**src/rtl/pulse_seq_pkg.sv**
```systemverilog
// Shared types and constants for the pulse sequencer: FSM state encoding and
// the layout of one programmable table entry.
package pulse_seq_pkg;

    typedef enum logic [1:0] {
        IDLE,
        LOAD,
        RUN,
        DONE
    } state_e;

    // Table entry field widths; the sequencer's N and REP_W default to these.
    localparam int TICKS_W = 8;
    localparam int REPS_W  = 8;

    localparam int unsigned TICKS_MIN = 1;

    typedef struct packed {
        logic [TICKS_W-1:0] ticks;
        logic [REPS_W-1:0]  reps;
    } step_t;

endpackage

```
**src/rtl/pulse_generator.sv**
```systemverilog
// Periodic one-clock pulse source: while enabled, pulses on every ticks_i-th
// cycle counted from the last synchronous clear.
module pulse_generator #(
    parameter int N = 8
) (
    input  logic         clk,
    input  logic         rst,
    input  logic         clr_i,
    input  logic         en_i,
    input  logic [N-1:0] ticks_i,
    output logic         pulse_o
);

    logic [N-1:0] cnt_q, cnt_d;
    logic         wrap;

    assign wrap    = (cnt_q == ticks_i - N'(1));
    assign pulse_o = en_i & ~clr_i & wrap;

    always_comb begin
        cnt_d = cnt_q;
        if (clr_i) begin
            cnt_d = '0;
        end else if (en_i) begin
            cnt_d = wrap ? '0 : cnt_q + N'(1);
        end
    end

    // NOTE: state registers use non-blocking assignments so every flop samples
    // pre-edge values regardless of process evaluation order.
    always_ff @(posedge clk or negedge rst) begin
        if (!rst) begin
            cnt_q <= '0;
        end else begin
            cnt_q <= cnt_d;
        end
    end

endmodule

```
**src/rtl/pulse_sequencer.sv**
```systemverilog
// Steps one shared pulse_generator through a table of {ticks, reps} entries,
// with start/busy/done handshake, abort and optional looping.
module pulse_sequencer
    import pulse_seq_pkg::*;
#(
    parameter int N     = TICKS_W,
    parameter int STEPS = 4,
    parameter int REP_W = REPS_W
) (
    input  logic                     clk,
    input  logic                     rst,
    input  logic                     cfg_we,
    input  logic [$clog2(STEPS)-1:0] cfg_addr,
    input  logic [N-1:0]             cfg_ticks,
    input  logic [REP_W-1:0]         cfg_reps,
    input  logic                     start,
    input  logic                     abort,
    input  logic                     mode_loop,
    output logic                     busy,
    output logic                     done,
    output logic [$clog2(STEPS)-1:0] step_idx,
    output logic                     pulse_out
);

    localparam int IDX_W = $clog2(STEPS);

    state_e           state_q, state_d;
    logic [IDX_W-1:0] idx_q, idx_d;
    logic [N-1:0]     ticks_q, ticks_d;
    logic [REP_W-1:0] rem_q, rem_d;
    logic             pulsed_q, pulsed_d;
    step_t            table_q [STEPS];

    step_t cur;
    logic  last_idx, later_work;
    logic  finish_entry, table_end;
    logic  gen_pulse, gen_clr, gen_en;

    assign cur      = table_q[idx_q];
    assign last_idx = (idx_q == IDX_W'(STEPS - 1));
    assign gen_en   = (state_q == RUN);
    assign gen_clr  = ~rst | (state_q != RUN);

    pulse_generator #(.N(N)) u_gen (
        .clk     (clk),
        .rst     (rst),
        .clr_i   (gen_clr),
        .en_i    (gen_en),
        .ticks_i (ticks_q),
        .pulse_o (gen_pulse)
    );

    // Finishing an entry with only empty entries behind it ends the pass directly.
    always_comb begin
        later_work = 1'b0;
        for (int i = 0; i < STEPS; i++) begin
            if (i > int'(idx_q) && table_q[i].reps != '0) later_work = 1'b1;
        end
    end

    // NOTE: every signal driven here gets a default first so no path leaves one
    // unassigned, which would otherwise infer a latch.
    always_comb begin
        state_d      = state_q;
        idx_d        = idx_q;
        ticks_d      = ticks_q;
        rem_d        = rem_q;
        pulsed_d     = pulsed_q;
        finish_entry = 1'b0;
        table_end    = 1'b0;

        unique case (state_q)
            IDLE: begin
                if (start && !abort) begin
                    state_d  = LOAD;
                    idx_d    = '0;
                    pulsed_d = 1'b0;
                end
            end
            LOAD: begin
                if (cur.reps == '0) begin
                    finish_entry = 1'b1;
                    table_end    = last_idx;
                end else begin
                    state_d = RUN;
                    ticks_d = (cur.ticks < N'(TICKS_MIN)) ? N'(TICKS_MIN) : cur.ticks;
                    rem_d   = cur.reps;
                end
            end
            RUN: begin
                if (gen_pulse) begin
                    rem_d    = rem_q - 1'b1;
                    pulsed_d = 1'b1;
                    if (rem_q == REP_W'(1)) begin
                        finish_entry = 1'b1;
                        table_end    = last_idx | ~later_work;
                    end
                end
            end
            DONE:    state_d = IDLE;
            default: state_d = IDLE;
        endcase

        if (finish_entry) begin
            if (!table_end) begin
                state_d = LOAD;
                idx_d   = idx_q + 1'b1;
            end else if (mode_loop && pulsed_d) begin
                state_d  = LOAD;
                idx_d    = '0;
                pulsed_d = 1'b0;
            end else begin
                state_d = DONE;
            end
        end

        if (abort) begin
            state_d = IDLE;
            idx_d   = '0;
        end
    end

    always_ff @(posedge clk or negedge rst) begin
        if (!rst) begin
            state_q  <= IDLE;
            idx_q    <= '0;
            ticks_q  <= N'(TICKS_MIN);
            rem_q    <= '0;
            pulsed_q <= 1'b0;
        end else begin
            state_q  <= state_d;
            idx_q    <= idx_d;
            ticks_q  <= ticks_d;
            rem_q    <= rem_d;
            pulsed_q <= pulsed_d;
        end
    end

    // NOTE: the table is a small register file, so it is reset like any other
    // state; this gives every entry a defined "skip" value from power-up.
    always_ff @(posedge clk or negedge rst) begin
        if (!rst) begin
            for (int i = 0; i < STEPS; i++) begin
                table_q[i] <= '{ticks: TICKS_W'(TICKS_MIN), reps: '0};
            end
        end else if (state_q == IDLE && cfg_we) begin
            table_q[cfg_addr] <= '{ticks: cfg_ticks, reps: cfg_reps};
        end
    end

    assign busy      = (state_q == LOAD) || (state_q == RUN);
    assign done      = (state_q == DONE) && !abort;
    assign step_idx  = idx_q;
    assign pulse_out = gen_pulse & (state_q == RUN) & ~abort;

endmodule

```
**config.mk**
```make
export PLATFORM = sky130hd
export DESIGN_NAME = pulse_sequencer
export DESIGN_NICKNAME = d
export VERILOG_FILES = /design/src/rtl/pulse_seq_pkg.sv /design/src/rtl/pulse_generator.sv /design/src/rtl/pulse_sequencer.sv
export SDC_FILE = /design/constraint.sdc
export NUM_CORES = 1
export LEC_CHECK = 0
export ABC_AREA = 1
export ABC_CLOCK_PERIOD_IN_PS = 2300
export CORE_MARGIN = 3
export CORE_UTILIZATION = 50
export DETAILED_ROUTE_END_ITERATION = 10
export PLACE_DENSITY_LB_ADDON = 0.25
export SYNTH_ARGS = -nofsm -noshare
export SYNTH_HDL_FRONTEND = slang
export SYNTH_SLANG_ARGS = --single-unit
```
**constraint.sdc**
```tcl
create_clock -name clk -period 2.3 [get_ports clk]
set_clock_uncertainty 0.2 [all_clocks]
set_input_delay 0.345 -clock clk [delete_from_list [all_inputs] [get_ports clk]]
set_output_delay 0.345 -clock clk [all_outputs]
set_load 0.05 [all_outputs]
```
* After elaboration in Yosys (flattened, before gate mapping)
Cells that the tools add are included.
** Cells by class
- Equality and inequality tests :: 11
- Reduce and logical (&&, ||, !) cells :: 21
- Bitwise operators :: 13
- Add/sub/neg operators :: 4
- $lt $le $gt $ge :: 7
- Muxes and demuxes :: 43
** Operators by type and width (number)
- $bwmux 64 :: 1
- $mux 16 :: 3
- $mux 8 :: 6
- $bmux 16 s2 :: 1
- $demux 16 s2 :: 1
- $mux 2 :: 12
- $reduce_bool 8->1 :: 3
- $pmux 8 s2 :: 1
- $sub 8x1->8 const B :: 2
- $mux 1 :: 14
- $add 8x1->8 const B :: 1
- $eq 8x1->1 const B :: 1
- $eq 8x8->1 :: 1
- $logic_and 1x1->1 :: 8
- $logic_not 8->1 :: 1
- $lt 8x1->1 const B :: 1
- $ne 4x4->1 const B :: 2
- $eq 2x2->1 const B :: 3
- $ge 3x3->1 const B :: 2
- $ne 2x2->1 const B :: 3
- $not 2->3 :: 2
- $pmux 1 s2 :: 3
- $pmux 2 s3 :: 1
- $reduce_and 3->1 :: 2
- other kinds (14) :: 24
** Word-level totals
- Bits in registers :: 93
- Output and inout bits :: 5
- Logic and storage cells :: 113

* Logic depth before layout (Yosys ltp)
- Depth in word-level cells :: 13
- Gate-level depth with buffers :: 18
- Gate-level depth less buffers :: 18

* By module
Synthesis repeated with hierarchy kept, for this count alone.
** Second synthesis, totals
- Cell total of the unflattened synthesis :: 681
- Area, all modules :: 5099.9 µm²
** By module, submodules not included
- pulse_sequencer :: seq. area each 2133.3 µm², area each 4321.6 µm², cells each 545, times used 1
- pulse_generator :: seq. area each 200.2 µm², area each 778.2 µm², cells each 136, times used 1

* Worst setup path before layout
OpenSTA, ideal clock, no wires.
- Path type :: flip-flop to output port
- Start point :: reg ticks_q[0]
- End point :: out pulse_out
- Arrival :: 2.154 ns
- Cell stages (with the launch flop) :: 13
- Path slack :: -0.399 ns
- Cells stage by stage :: dfstp_2 > inv_1 > ha_1 > inv_1 > nand2_1 > nand2_1 > nor2_1 > nand3_1 > nor2_2 > nand2_2 > nor2_4 > nand2_2 > nor2_1
** On the way
- Word-level cells in the longest chain between the ends :: 5
** Ends and longest elaborated chain
- start: declaration :: line pulse_sequencer.sv:29 : logic [N-1:0] ticks_q, ticks_d;
- start signal: assignment :: line pulse_sequencer.sv:127 : ticks_q <= N'(TICKS_MIN);
- start signal: assignment :: line pulse_sequencer.sv:133 : ticks_q <= ticks_d;
- $sub 8x1->8 :: line pulse_generator.sv:17 : assign wrap = (cnt_q == ticks_i - N'(1));
- $eq 8x8->1 :: line pulse_generator.sv:17
- $and 1x1->1 :: line pulse_generator.sv:18 : assign pulse_o = en_i & ~clr_i & wrap;
- $and 1x1->1 (2 in series) :: line pulse_sequencer.sv:154 : assign pulse_out = gen_pulse & (state_q == RUN) & ~abort;
- end: declaration :: line pulse_sequencer.sv:22 : output logic pulse_out
No other way between the ends.

* Final worst setup path
Same ends and word-level chain as after synthesis.

==> impl_metrics.py <==
metrics = {
    "outcome": {
        "outcome": "finished with violations",
        "failed_checks": "negative setup slack",
    },
    "timing": {
        "fmaxAchievable_mhz": 378,
        "timing_worst_slew_pin_value_ns": 0.504,
        "setup_total_negative_slack_ns": -1.01,
        "period_needed_ns": 2.64,
        "setup-violations-final": 13,
        "finalCritPeriodShare": 1.15,
        "report.final.slew_viol_count": 0,
        "hold_viol": 0,
        "rsz0062_at_grt": "true",
        "slew_headroom": 0.663,
        "finalWorstSetupSlack_ns": -0.345,
    },
    "pwr": {
        "pwr-share-clk": 0.221,
        "cell_internal_pwr_w": 0.00336,
        "leak_pwr_nw": 2.75,
        "power.density_nw_per_um2": 920,
        "p_sw_w": 0.00199,
        "share_of_total_power_consumed_by_net_switching": 0.372,
        "ir_worst_vdd_mv": 0.357,
        "power.share.combinational": 0.329,
        "power.share.sequential": 0.450,
    },
    "critical_path": {
        "arrival_time_reported_for_the_critical_path_endpoint_ns": 2.10,
        "ff2ff_path_depth": 18,
        "timing.critical_path.cells": "inv_2, ha_4, inv_2, nand2_1, nand2_1, nor2_1, nand3_1, nor2_2, nand2_2, nor2_4, nand2_4, nor2_4, buf_12",
        "setup.worst_path.end": "pulse_out",
        "worst_setup_sp_type": "flop",
        "cp_max_fo": 2,
        "timing.rr.end": "step_idx[1]",
        "crit_type": "reg -> out",
        "reg2reg_launch_point": "ticks_q[0]",
        "setup.worst_path.start": "ticks_q[0]",
        "critical-path-max-stage-delay_ns": 0.55,
        "critical-path-slowest-cell": "sky130_fd_sc_hd__dfstp_2",
        "end_kind": "output port",
        "setup.reg_to_reg.worst_slack_ns": -0.15,
        "required_ns": 1.75,
    },
    "worst_hold_path": {
        "hold_class": "reg -> reg",
    },
    "final_layout": {
        "layout.nets": 703,
        "finalCoreUtilization": 0.616,
        "insertedDiodeCount": 0,
        "post-route-cell-area_sq_um": 5820,
        "area_growth_syn_to_layout_pct": 16.9,
        "post_route_cells_drive_above_1_share": 0.140,
    },
    "synth": {
        "postSynth.topFlopCell": "sky130_fd_sc_hd__dfrtp_1",
        "ranking_of_synthesized_cells_by_area": "sky130_fd_sc_hd__dfrtp_1 44%, sky130_fd_sc_hd__nand2_1 13%, sky130_fd_sc_hd__o21ai_0 8.0%",
        "synth_largest_type_area_fraction": 0.442,
        "synth_warnings": 0,
        "postSynthRegisterBits": 93,
        "synth.net_count": 671,
        "post_synth_num_cell_types": 35,
        "yosys.cell_count.top_type": "sky130_fd_sc_hd__nand2_1",
        "most_common_library_cells_after_synthesis": "173 x sky130_fd_sc_hd__nand2_1, 88 x sky130_fd_sc_hd__dfrtp_1, 80 x sky130_fd_sc_hd__o21ai_0",
        "synth_top_cell_by_area": "sky130_fd_sc_hd__dfrtp_1",
        "synth.cell_area_sq_um": 4980,
        "postSynth.asyncResetShare": 1.00,
        "count_of_flip_flops_with_a_built_in_enable_after_synthesis": 0,
        "synth_area_per_cell_sq_um": 7.84,
        "synth_sequential_area_ratio": 0.469,
        "synthCells": 635,
    },
    "detailed_routing": {
        "detailedRoute.firstIterationViolations": 323,
        "antenna_violating_nets_post_route": 0,
        "detail_route.first_pass.iterations": 6,
        "vias": 4184,
        "drcViolationCount": 0,
        "route.final.wire_length_um": 10900,
        "detail_route.vias_per_cell": 5.22,
        "wire_per_inst_um": 13.6,
    },
    "place": {
        "placement.cell_area_sq_um": 5510,
        "gp_congestion": 0.914,
        "dp_hpwl_um": 7480,
        "placement.io_buffers": 28,
    },
    "cts": {
        "cts.root.buffer_cell": "sky130_fd_sc_hd__clkbuf_8",
        "cts.sinks": 93,
        "tritoncts_clock_tree": "yes",
        "clk_transition_reported_paths_ns": 0.10,
        "numCtsBuffers": 9,
        "htree_num_levels": 3,
        "clkLatencyLatePin_ns": 0.36,
        "cts.path.max_buffers": 2,
    },
    "floorplan": {
        "number_of_placement_rows": 35,
        "io_count": 29,
        "start_util": 0.526,
        "design.core.area_sq_um": 9460,
        "die-area_sq_um": 11200,
        "die_height_um": 106,
        "die_width_um": 106,
    },
    "flow_run": {
        "max_cap_violations": 0,
    },
    "grt": {
        "grt_util_all_layers": 0.204,
        "grt_antenna_before_repair": 0,
        "via_count_of_the_first_global_routing_pass": 3907,
        "grt_max_degree": 94,
        "global_route_congestion_overflow_total": 0,
        "wire_length_of_the_first_global_routing_pass_um": 18500,
    },
}
[layout by cell type (no fill, tap or decap), drive strengths merged]
| cell type | instances |
|---|---|
| nor2 | 58 |
| inv | 75 |
| o22ai | 2 |
| nor3b | 2 |
| clkinvlp | 1 |
| nand2 | 182 |
| nand3 | 26 |
| a32o | 6 |
| o21ai | 97 |
| nor3 | 4 |
| clkinv | 1 |
| clkbuf | 10 |
| dfstp | 5 |
| o31ai | 1 |
| buf | 22 |
| a31oi | 2 |
| a21boi | 2 |
| clkdlybuf4s50 | 22 |
| bufinv | 1 |
| nand3b | 1 |
| nand4 | 9 |
| xnor2 | 6 |
| a21oi | 30 |
| xor2 | 5 |
| dlygate4sd3 | 1 |
| dlymetal6s2s | 1 |
| dfrtp | 88 |
| ha | 12 |
[power by group through the flow]
stage / combinational [W] / sequential, W / clock, W
4_1_cts: 0.00173 / 0.00240 / 0.00121
3_3_place_gp: 0.00165 / 0.00242 / 0
6_report: 0.00176 / 0.00241 / 0.00118
3_5_place_dp: 0.00171 / 0.00243 / 0
5_1_grt: 0.00204 / 0.00248 / 0.00128
2_1_floorplan: 0.00132 / 0.00236 / 0
[registers in the layout, indices dropped and copies added, names as in the netlist]
| name | flops |
|---|---|
| pulsed_q | 1 |
| rem_q | 8 |
| state_q | 2 |
| step_idx | 2 |
| table_q | 64 |
| ticks_q | 8 |
| u_gen.cnt_q | 8 |
[logic make-up after synthesis]
| group | count (synthesis) | synth area share |
|---|---|---|
| AO/OA/AOI/OAI | 140 | 0.156 |
| XOR/XNOR | 11 | 0.0193 |
| adder cells (fa/ha/maj) | 12 | 0.0301 |
| buffers and inverters | 97 | 0.0814 |
| flip-flops | 93 | 0.469 |
| AND/OR/NAND/NOR | 282 | 0.244 |
[area by class of cell]
type / instances / area (sq um)
clock buffers: 10 / 138
repair inverters: 1 / 6.26
inverters: 71 / 272
clock inverters: 6 / 77.6
flip-flops and latches: 93 / 2340
repair buffers: 46 / 508
multi-input cells: 445 / 2320
fillers: 862 / 3640
well taps: 129 / 161
[how the worst min path moves through the flow]
stage	from	endpoint	depth (start not counted)
after global placement	rst	rem_q[5]	2
after CTS	table_q[25]	table_q[25]	2
after global routing	table_q[51]	table_q[51]	2
final	table_q[52]	table_q[52]	2
after detailed placement	rst	state_q[0]	2
after floorplan	rst	pulsed_q	0
[per-layer routing]
| metal | GRT usage | vias to the layer above | wire length [um] |
|---|---|---|---|
| li1 | - | 2118 | - |
| met1 | 0.292 | 1964 | 5340 |
| met2 | 0.319 | 89 | 4960 |
| met3 | 0.0398 | 13 | 441 |
| met4 | 0.0537 | 0 | 142 |
| met5 | 0 | - | 0 |
[worst max-delay path, delay by kind of cell (launching register included)]
| kind | cells | cell delay [ns] |
|---|---|---|
| fa+ha+maj | 1 | 0.26 |
| buf+inv | 3 | 0.21 |
| flops | 1 | 0.55 |
| simple gates | 9 | 0.71 |
[stage by stage]
| stage | setup WS, ns | total power, W | hold slack (ns) | cells |
|---|---|---|---|---|
| floorplan | -0.00758 | 0.00367 | -0.151 | 635 |
| global placement | -0.0259 | 0.00407 | 0.248 | 781 |
| detailed placement | -0.0642 | 0.00415 | 0.247 | 781 |
| CTS | -0.389 | 0.00535 | 0.294 | 799 |
| global route | -0.477 | 0.00580 | 0.311 | 801 |
| finish | -0.345 | 0.00536 | 0.295 | 801 |
[timing repair]
action                     in CTS  in global routing
pin swaps                       3                  3
gates cloned                    0                  1
hold buffers                    1                  0
resized for setup               4                 19
hold endpoints to repair       88                  0
setup buffers                   1                  1
setup endpoints to repair      13                 15
(Power assumes the default switching activity.)
